===== config.mk =====
export PLATFORM = sky130hd
export DESIGN_NAME = mem_access_seq
export DESIGN_NICKNAME = d
export VERILOG_FILES = /design/src/rtl/mem_seq_pkg.sv /design/src/rtl/mem_wait_timer.sv /design/src/rtl/mem_access_seq.sv
export SDC_FILE = /design/constraint.sdc
export NUM_CORES = 1
export LEC_CHECK = 0
export ABC_AREA = 1
export CAP_MARGIN = 40
export CORE_AREA = 2 2 39 41
export DETAILED_ROUTE_END_ITERATION = 12
export DIE_AREA = 0 0 41 43
export PLACE_DENSITY = 0.72
export SETUP_SLACK_MARGIN = 0.5
export SYNTH_ARGS = -nofsm -noshare
export SYNTH_HDL_FRONTEND = slang
export SYNTH_HIERARCHICAL = 1
export SYNTH_SLANG_ARGS = --single-unit
export TNS_END_PERCENT = 5

===== constraint.sdc =====
create_clock -name clk -period 1.47 [get_ports clk]
set_input_delay 0.2205 -clock clk [delete_from_list [all_inputs] [get_ports clk]]
set_output_delay 0.2205 -clock clk [all_outputs]
set_load 0.005 [all_outputs]

===== src/rtl/mem_seq_pkg.sv =====
// Shared types and constants for the memory access sequencer.
// The ERR state exists only when MEM_TIMEOUT_EN is defined.
package mem_seq_pkg;

    typedef enum logic [3:0] {
        IDLE   = 4'd0,
        ST_MDR = 4'd1,
        LD_MAR = 4'd2,
        MEM_RD = 4'd3,
        MEM_WR = 4'd4,
        LD_MDR = 4'd5,
        DONE   = 4'd6
`ifdef MEM_TIMEOUT_EN
        , ERR  = 4'd7
`endif
    } state_t;

    localparam int TIMEOUT_CYCLES_DEF = 16;

    function automatic int wait_cnt_w(input int limit);
        return $clog2(limit + 1);
    endfunction

endpackage


===== src/rtl/mem_wait_timer.sv =====
// Counts cycles spent in a memory wait state.
// The count is 1 in the first wait cycle, so expired means TIMEOUT_CYCLES cycles have elapsed.
module mem_wait_timer
    import mem_seq_pkg::*;
#(
    parameter int TIMEOUT_CYCLES = TIMEOUT_CYCLES_DEF
) (
    input  logic clk,
    input  logic clr_n,
    input  logic clear,
    input  logic enable,
    output logic expired
);

    localparam int W = wait_cnt_w(TIMEOUT_CYCLES);

    logic [W-1:0] cnt;

    always_ff @(posedge clk or negedge clr_n) begin
        if (!clr_n) begin
            cnt <= '0;
        end else if (clear) begin
            cnt <= W'(1);
        end else if (enable && !expired) begin
            cnt <= cnt + W'(1);
        end
    end

    assign expired = (cnt >= W'(TIMEOUT_CYCLES));

endmodule


===== src/rtl/mem_access_seq.sv =====
// MAR/MDR/memory sequencer for a single load or store.
// Define MEM_TIMEOUT_EN to abort a stalled memory wait after TIMEOUT_CYCLES cycles.
module mem_access_seq
    import mem_seq_pkg::*;
#(
    parameter int TIMEOUT_CYCLES = TIMEOUT_CYCLES_DEF
) (
    input  logic clk,
    input  logic clr_n,
    input  logic req,
    input  logic we,
    input  logic mem_ready,
    output logic busy,
    output logic done,
    output logic mar_in,
    output logic mdr_in,
    output logic mdr_read,
    output logic mem_read,
    output logic mem_write,
    output logic err
);

    if (TIMEOUT_CYCLES < 1) begin : g_bad_timeout
        $error("TIMEOUT_CYCLES must be >= 1");
    end

    state_t state, nxt;
    logic   op_we;

`ifdef MEM_TIMEOUT_EN
    logic expired;

    mem_wait_timer #(.TIMEOUT_CYCLES(TIMEOUT_CYCLES)) u_timer (
        .clk     (clk),
        .clr_n   (clr_n),
        .clear   (state == LD_MAR),
        .enable  (state == MEM_RD || state == MEM_WR),
        .expired (expired)
    );
`endif

    always_comb begin
        nxt = state;
        case (state)
            IDLE:   if (req) nxt = we ? ST_MDR : LD_MAR;
            ST_MDR: nxt = LD_MAR;
            LD_MAR: nxt = op_we ? MEM_WR : MEM_RD;
            // mem_ready has priority over an expiring timer
            MEM_RD: begin
                if (mem_ready) nxt = LD_MDR;
`ifdef MEM_TIMEOUT_EN
                else if (expired) nxt = ERR;
`endif
            end
            MEM_WR: begin
                if (mem_ready) nxt = DONE;
`ifdef MEM_TIMEOUT_EN
                else if (expired) nxt = ERR;
`endif
            end
            LD_MDR: nxt = DONE;
            DONE:   nxt = IDLE;
`ifdef MEM_TIMEOUT_EN
            ERR:    nxt = IDLE;
`endif
            default: nxt = IDLE;
        endcase
    end

    // Outputs are registered from the next state so they are pure functions of state.
    always_ff @(posedge clk or negedge clr_n) begin
        if (!clr_n) begin
            state     <= IDLE;
            op_we     <= 1'b0;
            busy      <= 1'b0;
            done      <= 1'b0;
            mar_in    <= 1'b0;
            mdr_in    <= 1'b0;
            mdr_read  <= 1'b0;
            mem_read  <= 1'b0;
            mem_write <= 1'b0;
`ifdef MEM_TIMEOUT_EN
            err       <= 1'b0;
`endif
        end else begin
            state     <= nxt;
            if (state == IDLE && req) op_we <= we;
            busy      <= (nxt != IDLE);
`ifdef MEM_TIMEOUT_EN
            done      <= (nxt == DONE) || (nxt == ERR);
            err       <= (nxt == ERR);
`else
            done      <= (nxt == DONE);
`endif
            mar_in    <= (nxt == LD_MAR);
            mdr_in    <= (nxt == ST_MDR) || (nxt == LD_MDR);
            mdr_read  <= (nxt == LD_MDR);
            mem_read  <= (nxt == MEM_RD);
            mem_write <= (nxt == MEM_WR);
        end
    end

`ifndef MEM_TIMEOUT_EN
    assign err = 1'b0;
`endif

endmodule


==> load_flow_metrics.sql <==
INSERT INTO impl_metrics (metric_group, metric, value, unit) VALUES
('global_route', 'grt_overflow_total', '0', ''),
('logic_synthesis', 'postSynthRegisterBits', '12', ''),
('sta', 'layout_worst_path_cycle_share', '80.06', '%'),
('sta', 'whs', '0.2477', 'ns'),
('logic_synthesis', 'synth_mux_area_share', '0', '%'),
('final_layout', 'layout.cells.most_common', 'sky130_fd_sc_hd__nand2_1', ''),
('sta', 'unrepaired_setup_endpoints_after_global_routing', 'true', ''),
('logic_synthesis', 'post_synth_simple_gate_area', '29.94', '%'),
('placement', 'port-buffer-count', '11', ''),
('final_layout', 'layout-area-overhead-vs-synth', '31.42', '%'),
('logic_synthesis', 'ys_types', '18', ''),
('power', 'pwr-share-seq', '40.8', '%'),
('power', 'power_report.internal_total', '0.8095', 'mW'),
('sta', 'maxSlewViolCount', '0', ''),
('die', 'chipHeight', '43', 'microns'),
('placement', 'gp_congestion', '0.7608', ''),
('placement', 'placement.cell_area', '729.5', 'sq um'),
('power', 'p_sw', '0.5054', 'mW'),
('logic_synthesis', 'synthesized_instance_count', '67', ''),
('drt', 'finalWirelength', '1180', 'microns'),
('die', 'start_util', '42.59', '%'),
('die', 'boundaryPins', '13', ''),
('global_route', 'grt_max_degree', '13', ''),
('placement', 'hpwlAfterDp', '821.2', 'microns'),
('final_layout', 'finish.instance_area', '774.5', 'sq um'),
('cts', 'clock_sink_count', '12', ''),
('cts', 'hold_buffers_post_cts', '0', ''),
('logic_synthesis', 'portion_of_the_post_synthesis_area_used_by_sequential_elements', '50.96', '%'),
('setup_path', 'crit_path_end_kind', 'register', ''),
('final_layout', 'area_of_the_multi_input_gates', '240.2', 'sq um'),
('final_layout', 'most-common-layout-cells', 'sky130_fd_sc_hd__nand2_1 (11), sky130_fd_sc_hd__dfrtp_1 (10), sky130_fd_sc_hd__inv_1 (9), sky130_fd_sc_hd__dlygate4sd2_1 (8), sky130_fd_sc_hd__nor2_1 (6)', ''),
('sta', 'fmax', '849.7', 'MHz'),
('logic_synthesis', 'synth_fa_ha_area_share', '0', '%'),
('final_layout', 'sequential_cell_area', '302.8', 'sq um'),
('setup_path', 'cp-startpoint', 'state[1]', ''),
('sta', 'final_number_of_setup_violating_endpoints', '0', ''),
('drt', 'routed_via_density', '4.792', ''),
('cts', 'clockRootBuffer', 'sky130_fd_sc_hd__clkbuf_4', ''),
('sta', 'tns', '0', 'ns'),
('logic_synthesis', 'combinational_family_with_the_most_area_after_synthesis', 'simple AND/OR/NAND/NOR gates', ''),
('drt', 'drt_antenna_net_count', '0', ''),
('setup_path', 'timing_worst_setup_path_type', 'register to register', ''),
('power', 'peak_supply_drop', '0.7105', 'mV'),
('logic_synthesis', 'yosys_warnings', '6', ''),
('die', 'design.die.area', '1763', 'sq um'),
('drt', 'vias', '484', ''),
('power', 'power_frac_comb', '39.1', '%'),
('final_layout', 'count_of_nets_after_finishing', '91', ''),
('global_route', 'grt_pass1_wl', '1869', 'microns'),
('final_layout', 'antenna-diode-count', '0', ''),
('cts', 'cts_max_path_buffers', '2', ''),
('final_layout', 'nFillCells', '131', ''),
('die', 'core_region_area', '1384', 'sq um'),
('final_layout', 'stdcell_count', '101', ''),
('setup_path', 'worst-path-max-fanout', '5', ''),
('logic_synthesis', 'netlist_area', '589.3', 'sq um'),
('drt', 'initial_drc_count', '5', ''),
('worst_hold_path', 'hold_removal_path_class', 'input port to async pin', ''),
('die', 'die_w', '41', 'microns'),
('sta', 'timing.final.hold_violations', '0', ''),
('final_layout', 'final_layout_size_suffix_gt1_share', '28.24', '%'),
('setup_path', 'arr_time_crit_path', '1.34', 'ns'),
('run_status', 'outcome', 'completed', ''),
('power', 'total_power', '1.315', 'mW'),
('drt', 'drcViolationCount', '0', ''),
('cts', 'cts-buffers-inserted', '3', ''),
('global_route', 'vias_in_the_first_global_route', '454', ''),
('sta', 'min_period', '1.177', 'ns'),
('power', 'power_density', '1698', 'nW/um^2'),
('global_route', 'grt.total_usage', '16.40', '%'),
('drt', 'wl_per_cell', '11.68', 'microns');
-- layout make-up --
cell class	count	area share, %
multi-input cells	42	31.02
clock buffers	4	4.685
repair buffers	15	16.48
flip-flops and latches	12	39.10
inverters	12	6.139
well taps	16	2.585
-- sequential cells by signal, summed over array words and instances (netlist names) --
| name | count |
|---|---|
| state | 4 |
| busy | 1 |
| done | 1 |
| mar_in | 1 |
| mdr_in | 1 |
| mdr_read | 1 |
| mem_read | 1 |
| mem_write | 1 |
| op_we | 1 |
-- synth_stat cells, drive strengths merged --
master | n | area (sq um)
inv | 12 | 47.55
nor2 | 12 | 80.07
o211a | 1 | 10.01
o21a | 1 | 8.760
o21ai | 4 | 20.02
dfrtp | 12 | 300.3
nand3 | 6 | 30.03
nand2 | 14 | 60.06
conb | 1 | 3.750
nand4 | 1 | 6.260
buf | 2 | 15.01
o31ai | 1 | 7.510
-- routing by layer --
metal / track usage (%) / routed length (microns) / vias to the layer above / share of wire [%]
li1: - / - / 242 / -
met2: 27.50 / 657 / 8 / 56
met1: 17.51 / 467 / 232 / 40
met5: 0 / 0 / - / 0
met3: 3.141 / 41 / 2 / 3.5
met4: 10.00 / 14 / 0 / 1.2
-- final timing paths --
check                           end  slack [ns]  cells after the start
max                            busy        0.29                      5
min                        mem_read        0.25                      2
max in group asynchronous  state[0]        1.05                      2
min reg2reg                   op_we        0.57                      2
min in group clk             mar_in        0.46                      3
max reg2reg                    busy        0.29                      5
-- timing repair --
| action | CTS | global route |
|---|---|---|
| resized for setup | 9 | 4 |
| setup endpoints to repair | 17 | 17 |
| pin swaps | 0 | 1 |
| setup buffers | 0 | 2 |
-- through the flow --
stage	worst slack (ns)	util, %
floorplan	0.4467	-
global placement	0.09603	52.71
detailed placement	0.06781	52.71
CTS	0.3354	54.70
global route	0.2169	55.97
finish	0.2931	55.97
-- kinds of logic after synthesis --
| family | count (synthesis) |
|---|---|
| compound gates | 7 |
| buf+inv | 14 |
| flops | 12 |
| other cells | 1 |
| simple gates | 33 |
-- power by group through the flow --
stage / Sequential, mW / Clock, mW / Combinational [mW]
after CTS: 0.545 / 0.273 / 0.460
after global placement: 0.550 / 0 / 0.481
after global routing: 0.552 / 0.289 / 0.585
final: 0.537 / 0.264 / 0.514
after floorplan: 0.507 / 0 / 0.374
after detailed placement: 0.550 / 0 / 0.488
-- critical path, cell delays in order (launching register included) --
cell	delay [ns]
sky130_fd_sc_hd__dfrtp_2	0.45
sky130_fd_sc_hd__buf_2	0.17
sky130_fd_sc_hd__nor2_1	0.06
sky130_fd_sc_hd__o21a_2	0.21
sky130_fd_sc_hd__nor2_4	0.10
sky130_fd_sc_hd__nand3_1	0.07
Power figures use the tool's default switching activity.
